`src/rtl/pshare_pkg.sv`:
```
// Shared types, counter constants and helper functions for the pshare branch predictor.
package pshare_pkg;

    typedef enum logic [0:0] {
        ST_INIT = 1'b0,
        ST_RUN  = 1'b1
    } init_state_e;

    localparam logic [1:0] SN = 2'b00;
    localparam logic [1:0] WN = 2'b01;
    localparam logic [1:0] WT = 2'b10;
    localparam logic [1:0] ST = 2'b11;

    function automatic logic [1:0] sat2_next(input logic [1:0] state, input logic taken);
        logic [1:0] nxt;
        if (taken) begin
            nxt = (state == ST) ? ST : state + 2'd1;
        end else begin
            nxt = (state == SN) ? SN : state - 2'd1;
        end
        return nxt;
    endfunction

    // Callers zero-extend to 64 bits and truncate the result back to their counter width.
    function automatic logic [63:0] sat_inc(input logic [63:0] cnt, input logic [63:0] max_val);
        logic [63:0] nxt;
        if (cnt == max_val) begin
            nxt = cnt;
        end else begin
            nxt = cnt + 64'd1;
        end
        return nxt;
    endfunction

    function automatic logic [31:0] pht_index(input logic [63:0] pc, input logic [31:0] hist,
                                              input int idx_w);
        logic [31:0] pc_bits;
        logic [31:0] mask;
        pc_bits = 32'(pc >> 2);
        mask    = (32'd1 << idx_w) - 32'd1;
        return (pc_bits ^ hist) & mask;
    endfunction

endpackage

```
`src/rtl/pshare_init_seq.sv`:
```
// INIT/RUN sequencer: sweeps a table pointer once after reset, then raises ready for good.
module pshare_init_seq
    import pshare_pkg::*;
#(
    parameter int PTR_W = 6
) (
    input  logic             clk_i,
    input  logic             reset_ni,
    output logic             init_we_o,
    output logic [PTR_W-1:0] ptr_o,
    output logic             ready_o
);

    init_state_e      state_q, state_d;
    logic [PTR_W-1:0] ptr_q, ptr_d;
    logic             ready_q, ready_d;

    // Next-state logic: ready rises together with the RUN state after the last sweep entry.
    always_comb begin
        state_d = state_q;
        ptr_d   = ptr_q;
        ready_d = ready_q;
        case (state_q)
            ST_INIT: begin
                if (ptr_q == {PTR_W{1'b1}}) begin
                    state_d = ST_RUN;
                    ptr_d   = {PTR_W{1'b0}};
                    ready_d = 1'b1;
                end else begin
                    ptr_d   = ptr_q + PTR_W'(1);
                    ready_d = 1'b0;
                end
            end
            ST_RUN: begin
                state_d = ST_RUN;
                ready_d = 1'b1;
            end
            default: begin
                state_d = ST_INIT;
                ptr_d   = {PTR_W{1'b0}};
                ready_d = 1'b0;
            end
        endcase
    end

    // State register with synchronous active-low reset.
    always_ff @(posedge clk_i) begin
        if (!reset_ni) begin
            state_q <= ST_INIT;
            ptr_q   <= {PTR_W{1'b0}};
            ready_q <= 1'b0;
        end else begin
            state_q <= state_d;
            ptr_q   <= ptr_d;
            ready_q <= ready_d;
        end
    end

    assign init_we_o = (state_q == ST_INIT) && reset_ni;
    assign ptr_o     = ptr_q;
    assign ready_o   = ready_q;

endmodule

```
`src/rtl/pshare_predictor.sv`:
```
// Per-address-history (pshare) branch predictor with flop-based BHT/PHT tables.
// Optional macro PSHARE_STATS_EN adds saturating total_branch / mispredict counters.
module pshare_predictor
    import pshare_pkg::*;
#(
    parameter int ADDR_W    = 32,
    parameter int BHT_IDX_W = 4,
    parameter int HIST_W    = 4,
    parameter int PHT_IDX_W = 6,
    parameter int CNT_W     = 32
) (
    input  logic              clk,
    input  logic              reset,
    output logic              ready,
    input  logic              pred_req,
    input  logic [ADDR_W-1:0] pred_pc,
    output logic              pred_vld,
    output logic              pred_taken,
    input  logic              upd_vld,
    input  logic [ADDR_W-1:0] upd_pc,
    input  logic              upd_taken,
    output logic [CNT_W-1:0]  total_branch,
    output logic [CNT_W-1:0]  mispredict
);

    localparam int BHT_N   = 1 << BHT_IDX_W;
    localparam int PHT_N   = 1 << PHT_IDX_W;
    localparam int SWEEP_W = (BHT_IDX_W > PHT_IDX_W) ? BHT_IDX_W : PHT_IDX_W;

    logic [BHT_N-1:0][HIST_W-1:0] bht_q, bht_d;
    logic [PHT_N-1:0][1:0]        pht_q, pht_d;

    logic                 init_we_s;
    logic [SWEEP_W-1:0]   init_ptr_s;
    logic                 ready_s;
    logic                 accept_s;
    logic                 bht_in_range_s;
    logic                 pht_in_range_s;
    logic [BHT_IDX_W-1:0] pred_bidx_s, upd_bidx_s;
    logic [HIST_W-1:0]    pred_hist_s, upd_hist_s;
    logic [PHT_IDX_W-1:0] pred_pidx_s, upd_pidx_s;
    logic [1:0]           upd_cnt_s;
    logic                 pred_vld_q, pred_vld_d;
    logic                 pred_taken_q, pred_taken_d;

    pshare_init_seq #(
        .PTR_W(SWEEP_W)
    ) u_init_seq (
        .clk_i    (clk),
        .reset_ni (reset),
        .init_we_o(init_we_s),
        .ptr_o    (init_ptr_s),
        .ready_o  (ready_s)
    );

    // Requests are honoured only in RUN and never in a cycle where reset is being applied.
    assign accept_s       = ready_s & reset;
    assign bht_in_range_s = (init_ptr_s >> BHT_IDX_W) == {SWEEP_W{1'b0}};
    assign pht_in_range_s = (init_ptr_s >> PHT_IDX_W) == {SWEEP_W{1'b0}};

    assign pred_bidx_s = pred_pc[BHT_IDX_W+1:2];
    assign pred_hist_s = bht_q[pred_bidx_s];
    assign pred_pidx_s = PHT_IDX_W'(pht_index(64'(pred_pc), 32'(pred_hist_s), PHT_IDX_W));

    assign upd_bidx_s = upd_pc[BHT_IDX_W+1:2];
    assign upd_hist_s = bht_q[upd_bidx_s];
    assign upd_pidx_s = PHT_IDX_W'(pht_index(64'(upd_pc), 32'(upd_hist_s), PHT_IDX_W));
    assign upd_cnt_s  = pht_q[upd_pidx_s];

    // Table next-state: init sweep has priority, otherwise apply a resolved-branch update.
    always_comb begin
        bht_d = bht_q;
        pht_d = pht_q;
        if (init_we_s) begin
            if (bht_in_range_s) begin
                bht_d[init_ptr_s[BHT_IDX_W-1:0]] = {HIST_W{1'b0}};
            end else begin
                bht_d = bht_q;
            end
            if (pht_in_range_s) begin
                pht_d[init_ptr_s[PHT_IDX_W-1:0]] = WN;
            end else begin
                pht_d = pht_q;
            end
        end else if (accept_s && upd_vld) begin
            bht_d[upd_bidx_s] = HIST_W'({upd_hist_s, upd_taken});
            pht_d[upd_pidx_s] = sat2_next(upd_cnt_s, upd_taken);
        end else begin
            bht_d = bht_q;
            pht_d = pht_q;
        end
    end

    // Table storage needs no reset: the INIT sweep defines every entry before use.
    always_ff @(posedge clk) begin
        bht_q <= bht_d;
        pht_q <= pht_d;
    end

    // Prediction reads the pre-update tables, giving read-before-write on a same-cycle update.
    always_comb begin
        pred_vld_d   = 1'b0;
        pred_taken_d = pred_taken_q;
        if (accept_s && pred_req) begin
            pred_vld_d   = 1'b1;
            pred_taken_d = pht_q[pred_pidx_s][1];
        end else begin
            pred_vld_d   = 1'b0;
            pred_taken_d = pred_taken_q;
        end
    end

    // Prediction output registers.
    always_ff @(posedge clk) begin
        if (!reset) begin
            pred_vld_q   <= 1'b0;
            pred_taken_q <= 1'b0;
        end else begin
            pred_vld_q   <= pred_vld_d;
            pred_taken_q <= pred_taken_d;
        end
    end

    assign ready      = ready_s;
    assign pred_vld   = pred_vld_q;
    assign pred_taken = pred_taken_q;

`ifdef PSHARE_STATS_EN
    localparam logic [CNT_W-1:0] CNT_MAX = {CNT_W{1'b1}};

    logic [CNT_W-1:0] total_q, total_d;
    logic [CNT_W-1:0] misp_q, misp_d;
    logic             upd_miss_s;

    assign upd_miss_s = upd_cnt_s[1] ^ upd_taken;

    // Saturating statistics, judged against the counter value before this update.
    always_comb begin
        total_d = total_q;
        misp_d  = misp_q;
        if (accept_s && upd_vld) begin
            total_d = CNT_W'(sat_inc(64'(total_q), 64'(CNT_MAX)));
            if (upd_miss_s) begin
                misp_d = CNT_W'(sat_inc(64'(misp_q), 64'(CNT_MAX)));
            end else begin
                misp_d = misp_q;
            end
        end else begin
            total_d = total_q;
            misp_d  = misp_q;
        end
    end

    // Statistics registers.
    always_ff @(posedge clk) begin
        if (!reset) begin
            total_q <= {CNT_W{1'b0}};
            misp_q  <= {CNT_W{1'b0}};
        end else begin
            total_q <= total_d;
            misp_q  <= misp_d;
        end
    end

    assign total_branch = total_q;
    assign mispredict   = misp_q;
`else
    assign total_branch = {CNT_W{1'b0}};
    assign mispredict   = {CNT_W{1'b0}};
`endif

endmodule
```
`config.mk`:
```
export PLATFORM = sky130hd
export DESIGN_NAME = pshare_predictor
export DESIGN_NICKNAME = d
export VERILOG_FILES = /design/src/rtl/pshare_pkg.sv /design/src/rtl/pshare_init_seq.sv /design/src/rtl/pshare_predictor.sv
export SDC_FILE = /design/constraint.sdc
export NUM_CORES = 1
export LEC_CHECK = 0
export BUFFER_PORTS_ARGS = -buffer_cell sky130_fd_sc_hd__buf_2
export CAP_MARGIN = 20
export CORE_MARGIN = 8
export CORE_UTILIZATION = 52
export DETAILED_ROUTE_END_ITERATION = 6
export HOLD_SLACK_MARGIN = 0.03
export PLACE_DENSITY = 0.7
export SYNTH_ARGS = -nofsm -noshare
export SYNTH_HDL_FRONTEND = slang
export SYNTH_SLANG_ARGS = --single-unit
```
`constraint.sdc`:
```
create_clock -name clk -period 9.31 [get_ports clk]
set_input_delay 0.931 -clock clk [delete_from_list [all_inputs] [get_ports clk]]
set_output_delay 0.931 -clock clk [all_outputs]
set_load 0.02 [all_outputs]
```
**After elaboration in Yosys (flattened, before gate mapping)**

Cells that the tools add are included.

- Multiplexer cells: 32
- Equal/unequal tests: 3
- Add/sub/neg operators: 3
- Bitwise operators: 9
- Reduce and logical (&&, ||, !) cells: 11
- Magnitude comparators: 10

Operators by type and width:

| cell | number |
|---|---|
| $mux W128 | 2 |
| $mux W64 | 3 |
| $and A64 B64 Y64 | 2 |
| $bwmux W128 | 1 |
| $not A64 Y64 | 2 |
| $bwmux W64 | 1 |
| $or A64 B64 Y64 | 1 |
| $bmux W4 S4 | 2 |
| $demux W4 S4 | 2 |
| $bmux W2 S6 | 2 |
| $demux W2 S6 | 2 |
| $lt A6 B7 Y1 const B | 3 |
| $mux W2 | 9 |
| $mux W4 | 4 |
| $lt A4 B5 Y1 const B | 3 |
| $ge A6 B1 Y1 const B | 2 |
| $xor A6 B4 Y6 | 2 |
| $ge A4 B1 Y1 const B | 2 |
| $logic_and A1 B1 Y1 | 7 |
| $add A6 B1 Y6 const B | 1 |
| $eq A6 B6 Y1 const B | 1 |
| $logic_not A6 Y1 | 1 |
| $mux W6 | 1 |
| $add A2 B1 Y2 const B | 1 |
| other kinds (10) | 11 |

- Word-level logic and storage cells: 152
- Output and inout bits: 67
- Register bits: 201

**Depth between registers and ports, before layout**

Gate-level depths: netlist of run 1.

- Depth after elaboration: 13
- Mapped depth: 18
- Mapped depth without buffers: 11

**By module**

A second synthesis of run 1 with hierarchy kept.

- Cells, all modules: 1514
- Area, all modules: 14129.8 um2

Modules (own cells, without submodules):

| module | area an instance (um2) | instances | cells an instance |
|---|---|---|---|
| pshare_predictor | 13795.7 | 1 | 1479 |
| pshare_init_seq | 334.1 | 1 | 35 |

**Worst setup path after synthesis of run 1**

No wires, ideal clock.

- Path kind: input port to flip-flop
- From: in pred_pc[2]
- To: reg pred_taken_q, in the netlist pred_taken
- Setup time: 124 ps
- Arrival: 4271 ps
- Stages on the path: 12
- Slack: 4914 ps
- Path buffers: 2
- Required time: 9186 ps
- Path through: buf_2 -> mux4_2 -> mux4_2 -> xnor2_1 -> buf_2 -> mux4_2 -> mux2i_1 -> a21oi_1 -> a21oi_1 -> nor2_1 -> a31oi_1 -> o21ai_0

- Cells in the longest elaborated chain, start to end: 5

Ends and longest elaborated chain:

| what | line | text |
|---|---|---|
| from (decl) | pshare_predictor.sv:16 | `input logic [ADDR_W-1:0] pred_pc,` |
| $bmux W4 S4 | pshare_predictor.sv:62 | `assign pred_hist_s = bht_q[pred_bidx_s];` |
| $mux W4 (implied by the code) | pshare_predictor.sv:62 |  |
| $xor A6 B4 Y6 * | pshare_pkg.sv:41 | `return (pc_bits ^ hist) & mask;` |
| $bmux W2 S6 * | pshare_predictor.sv:106 | `pred_taken_d = pht_q[pred_pidx_s][1];` |
| $mux W2 (implied by the code) * | pshare_predictor.sv:106 |  |
| to (signal assigned) | pshare_predictor.sv:120 | `pred_taken_q <= pred_taken_d;` |
| to (decl) | pshare_predictor.sv:44 | `logic pred_taken_q, pred_taken_d;` |

Every way passes the cells marked *; elsewhere a longest branch is shown, timed or not. The select of a mux whose other input is x is not followed.
A chain may end at the register's enable or synchronous reset.

==> results.tsv, run 1 <==
metric	value	unit
Post-CTS Resized	0	
Final Skew	0.03484	ns
RSZ-0062 raised after global routing	no	
Tot Pwr	0.002855	W
cell count after synthesis	1736	
CTS sink cnt	201	
Hold WC Path Type	flop to flop	
most common cell after layout, fill and taps aside	nand2_1	
largest net degree at the start of global routing	116	
routability cong.	1.035	
Tcrit/Tclk final	72.74	%
HPWL Detailed	41260	um
leakage	5.527	nW
DIE WIDTH	189.7	um
most frequent cells in the layout	194 x nand2_1, 192 x edfxtp_1, 158 x o21ai_0, 153 x nor2_1, 85 x nand3_1	
die height	189.7	um
Skew-Pair Late Insertion Delay	0.56	ns
ANT nets after route	0	
WS Path Type	input pin to flop	
Post-CTS Setup Bufs	0	
via density per instance	7.606	
global-route wire length before repair	93300	um
Nets	1727	
Post-synth EDFFs	192	
Slew @ Worst Pin	1.111	ns
Pre-Repair DR Iteration Count	6	
upper clock frequency limit	0.1477	GHz
Post-DP Area	0.01559	sq mm
Placed Cells incl. Taps	2015	
Post-synth ARST share	0	%
Critical Path AT	7.03	ns
status	complete, no violations	
Total Die Area	0.03599	sq mm
fin crit period	6.772	ns
endpoints failing setup	0	
core area	0.02972	sq mm
IO Pins	136	
CP max FO	39	
post-synthesis cell type count	90	
synthesis-to-layout area growth	4.138	%
row cnt	63	
DR vias	15690	
initial antenna violation count	1	
critical-path cell list	buf_2 > mux2_2 > o22ai_1 > nor3_2 > o21ai_2 > nand2_1 > o2111ai_1 > o311ai_0 > and4bb_2 > nand3_4 > nor2_4 > o221ai_1	
Clock Pin Slew Worst Setup and Hold Paths	0.06	ns
Setup TNS	0	ns
CTS root buffer	clkbuf_16	
critical path launch point type	input pin	
VDD IR max	0.1590	mV
drt drc	0	
number of global-route vias before repair	15030	
clock buffer depth	3	
number of H-tree levels	1	
initial core utilization	52.81	%
Hold Vio Cnt, Final	0	
YS warnings	0	
Worst Setup End Kind	flop	
pwr/cell area	174.7	mW/mm^2
CTS Hold Bufs	0	
Seq cells post-synth	201	
I/O Buffers	19	
Hold Worst Slack	0.5047	ns
CP max stage cell	nor2_4	
Syn Std Cell Area	0.01569	sq mm
Avg WL per Cell	30.43	um
CTS tree	built	
fin area	0.01634	sq mm
Critical Path Max Stage Delay	0.93	ns
GR Util All Layers	33.59	%
Slew Viols, Final	0	
GRT overflow	0	
initial DRC count	2723	
top_reg_cell synth	edfxtp_1	
Non-Filler Instances	2063	
CTS buffer count	25	
Avg Cell Area, Syn	9.039	sq um
layout cells sized above 1	10.60	%
Slew Limit Headroom	25.81	%
register area share after synthesis	37.89	%
overall routed net length	62780	um
required time of the critical path	9.57	ns
max-cap viol count	0	
layout make-up:
class	count	area, sq um
Antenna cell	3	7.507
Clock buffer	35	683.2
Clock inverter	8	42.54
Fill cell	2681	13380
Inverter	17	63.81
Multi-Input combinational cell	1360	8778
Sequential cell	201	5946
Tap cell	390	488.0
Timing Repair Buffer	49	332.8
metrics by stage:
step | util [%] | setup WS (ns)
final | 54.99 | 2.538
after floorplan | - | 4.914
after global placement | 52.45 | 2.353
after CTS | 54.92 | 2.840
after global routing | 54.97 | 2.509
after detailed placement | 52.47 | 2.260
routing by layer:
| metal | wire length (um) | vias to the layer above | track usage (%) |
|---|---|---|---|
| li1 | - | 6458 | - |
| met1 | 21710 | 7358 | 41.12 |
| met2 | 26770 | 1511 | 49.13 |
| met3 | 9258 | 363 | 11.59 |
| met4 | 5029 | 2 | 23.69 |
| met5 | 15 | - | 0 |
critical path, delay by kind of cell:
kind / cells / cell delay, ns
simple gates: 5 / 2.67
compound gates: 5 / 2.17
buf+inv: 1 / 0.76
mux: 1 / 0.43
Yosys cell counts, drive strengths merged (4+ instances only):
| library cell | n | area share [%] |
|---|---|---|
| a211o | 6 | 0.33 |
| a211oi | 10 | 0.48 |
| a21boi | 5 | 0.31 |
| a21oi | 63 | 2.0 |
| a221o | 7 | 0.45 |
| a22o | 45 | 2.5 |
| a22oi | 11 | 0.59 |
| a31oi | 17 | 0.68 |
| a32o | 13 | 0.83 |
| and2 | 15 | 0.60 |
| and3 | 9 | 0.36 |
| buf | 122 | 5.3 |
| clkbuf | 99 | 2.4 |
| dfxtp | 9 | 1.1 |
| edfxtp | 192 | 37 |
| ha | 4 | 0.32 |
| inv | 16 | 0.38 |
| mux2 | 18 | 1.3 |
| mux2i | 43 | 2.7 |
| mux4 | 39 | 5.6 |
| nand2 | 196 | 4.7 |
| nand2b | 16 | 0.69 |
| nand3 | 86 | 2.8 |
| nand4 | 56 | 2.2 |
| nor2 | 156 | 3.8 |
| nor2b | 21 | 0.84 |
| nor3 | 30 | 1.1 |
| nor4 | 7 | 0.41 |
| o2111ai | 5 | 0.32 |
| o211ai | 68 | 3.3 |
| o21a | 4 | 0.19 |
| o21ai | 185 | 6.0 |
| o21bai | 23 | 1.1 |
| o221ai | 31 | 1.7 |
| o22ai | 16 | 0.64 |
| o311ai | 18 | 1.0 |
| o31ai | 10 | 0.48 |
| o32ai | 7 | 0.39 |
| o41ai | 4 | 0.22 |
| or2 | 7 | 0.28 |
| or3 | 6 | 0.24 |
cell families (layout without fill, tap and decap cells):
group                    after synthesis  in the layout  synth area share (%)
XOR/XNOR                               2              2                0.1116
other                                  1             67               0.02390
adder cells (fa/ha/maj)                4              4                0.3189
AND/OR/NAND/NOR                      612            612                 18.44
multiplexers                         100            100                 9.632
buffers and inverters                238            109                 8.109
AO/OA/AOI/OAI                        578            578                 25.47
flip-flops                           201            201                 37.89
final timing paths:
check	startpoint	endpoint	slack (ns)	depth (start not counted)
setup reg to reg	bht_q[61]	pht_q[90]	3.35	11
setup / recovery	upd_pc[3]	pht_q[90]	2.54	12
hold reg to reg	pred_taken	pred_taken	0.50	2
hold / removal	pred_taken	pred_taken	0.50	2
registers in the layout (all words and copies together) (netlist names):
name,cells
bht_q,64
pred_vld,1
pred_taken,1
pht_q,128
u_init_seq.ptr_o,6
u_init_seq.ready_o,1
power by group:
part	total [W]	leakage (nW)	internal (W)	switching [W]
sequential	0.00111	2.00	0.00106	0.0000533
clock	0.000916	0.355	0.000507	0.000408
combinational	0.000828	3.17	0.000207	0.000622
(Power assumes the default switching activity.)
==> inputs of run 2 (changes only) <==
- PLACE_DENSITY: 0.7 -> 0.73
- clock period: 9.31 -> 6.1 ns (I/O delays scaled with it)
==> run 2 against run 1 <==
The flow now finishes with violations (DRC). Total power increased by 57%. Core utilization increased by 1.4 points. Critical path depth increased by 3. Sequential cell count unchanged. Register-to-register slack got worse by 2.2 ns. Non-clock buffer count increased by 47. Die area unchanged. Setup slack got worse by 1.7 ns. Clock skew decreased by 0.023 ns. Cell count increased by 2.2%. Sequential power increased by 53%. Critical path type unchanged. Critical endpoint is now pht_q[52]. Largest cell class unchanged. Largest power group unchanged.
==> results.tsv, run 2 (synthesis results as in run 1) <==
metric	value	unit	change
status	finished, violations left		was complete, no violations
failing checks	DRC		
initial DRC count	2876		was 2723
I/O Buffers	19		unchanged
most frequent cells in the layout	194 x nand2_1, 192 x edfxtp_1, 158 x o21ai_0, 154 x nor2_1, 85 x nand3_1		was 194 x nand2_1, 192 x edfxtp_1, 158 x o21ai_0, 153 x nor2_1, 85 x nand3_1
fin crit period	5.287	ns	
CTS Hold Bufs	0		unchanged
drt drc	2		was 0
Pre-Repair DR Iteration Count	7		was 6
CTS root buffer	clkbuf_16		unchanged
number of H-tree levels	1		unchanged
CTS sink cnt	201		unchanged
max-cap viol count	0		unchanged
endpoints failing setup	0		unchanged
initial antenna violation count	3		was 1
CTS buffer count	24		was 25
Avg WL per Cell	30.61	um	was 30.43 um
upper clock frequency limit	0.1892	GHz	
Post-CTS Resized	0		unchanged
DIE WIDTH	189.7	um	unchanged
overall routed net length	64560	um	was 62780 um
number of global-route vias before repair	15080		was 15030
initial core utilization	52.81	%	unchanged
HPWL Detailed	43990	um	was 41260 um
GRT overflow	0		unchanged
Total Die Area	0.03599	sq mm	unchanged
Slew Limit Headroom	24.41	%	was 25.81%
Nets	1773		was 1727
pwr/cell area	268.1	mW/mm^2	was 174.7 mW/mm^2
clock buffer depth	3		unchanged
Worst Setup End Kind	flop		unchanged
CTS tree	built		unchanged
WS Path Type	input pin to flop		unchanged
GR Util All Layers	34.54	%	was 33.59%
Hold Vio Cnt, Final	0		unchanged
most common cell after layout, fill and taps aside	nand2_1		unchanged
ANT nets after route	0		unchanged
row cnt	63		unchanged
Hold WC Path Type	input pin to flop		was flop to flop
global-route wire length before repair	95320	um	was 93300 um
layout cells sized above 1	12.81	%	was 10.60%
leakage	5.789	nW	was 5.527 nW
routability cong.	1.046		was 1.035
largest net degree at the start of global routing	133		was 116
Slew Viols, Final	0		unchanged
via density per instance	7.607		was 7.606
CP max FO	38		was 39
Post-CTS Setup Bufs	0		unchanged
critical path launch point type	input pin		unchanged
Reg with most FFs	pht_q		unchanged
synthesis-to-layout area growth	6.825	%	was 4.138%
Critical Path AT	5.62	ns	was 7.03 ns
post-route core utilization	56.41	%	was 54.99%
required time of the critical path	6.44	ns	was 9.57 ns
Tcrit/Tclk final	86.66	%	
core area	0.02972	sq mm	unchanged
DR vias	16040		was 15690
IO Pins	136		unchanged
die height	189.7	um	unchanged
Slew @ Worst Pin	1.130	ns	was 1.111 ns
RSZ-0062 raised after global routing	no		unchanged
Final Skew	0.01223	ns	was 0.03484 ns
max FFs per register	128		unchanged
VDD IR max	0.2093	mV	was 0.1590 mV
Clock Pin Slew Worst Setup and Hold Paths	0.06	ns	about the same
Skew-Pair Late Insertion Delay	0.55	ns	was 0.56 ns
Setup TNS	0	ns	unchanged
==> run 2: cell types whose count changed in the layout (fill, tap and decap cells not counted), sizes merged <==
| cell | before | now |
|---|---|---|
| buf | 49 | 96 |
| bufinv | 0 | 2 |
| clkbuf | 35 | 33 |
| diode | 3 | 2 |
==> run 2: final timing paths <==
| kind | start | end | slack (ns) | cells past startpoint |
|---|---|---|---|---|
| max | upd_pc[3] | pht_q[52] | 0.81 | 15 |
| min | pred_pc[6] | pred_taken | 0.38 | 3 |
| max reg2reg | bht_q[52] | pht_q[52] | 1.13 | 13 |
| min reg2reg | pred_taken | pred_taken | 0.50 | 2 |
==> run 2: layout make-up <==
cell class	instances	area (sq um)
inverter	17	63.81
antenna	2	5.005
timing repair buffer	96	745.7
fill	2566	12950
clock inverter	10	100.1
clock buffer	33	655.6
multi-input combinational	1360	8760
sequential	201	5946
tap	390	488.0
==> run 2: critical path, stage by stage <==
cell      delay, ns
buf_2          0.57
buf_4          0.33
mux2i_1        0.30
a22o_1         0.24
nor3_2         0.08
o21ai_2        0.58
nand2_1        0.49
buf_4          0.33
mux2i_1        0.17
o311ai_0       0.28
and4bb_2       0.33
nand3_4        0.18
buf_4          0.41
nand2b_1       0.31
o311ai_1       0.38
==> run 2: layer usage <==
metal / track usage, % / part of all wire, %
met1: 44.06 / 35
met2: 50.26 / 42
met3: 11.13 / 16
met4: 21.56 / 7.6
met5: 0 / 0.028
==> run 2: power breakdown <==
| group | internal [W] | switching, W |
|---|---|---|
| Clock | 0.000833 | 0.000604 |
| Combinational | 0.000398 | 0.000961 |
| Sequential | 0.00161 | 0.0000852 |
==> run 2: through the flow <==
step	hold slack, ns	power (W)	setup slack (ns)	cells	area, sq um
2_1_floorplan	0.5277	0.002551	2.025	1799	15930
3_3_place_gp	0.4653	0.002987	0.6018	2063	16000
3_5_place_dp	0.4802	0.003002	0.4857	2064	16000
4_1_cts	0.3880	0.004403	1.029	2107	16760
5_1_grt	0.3864	0.004577	0.6030	2107	16760
6_report	0.3799	0.004495	0.8135	2109	16760
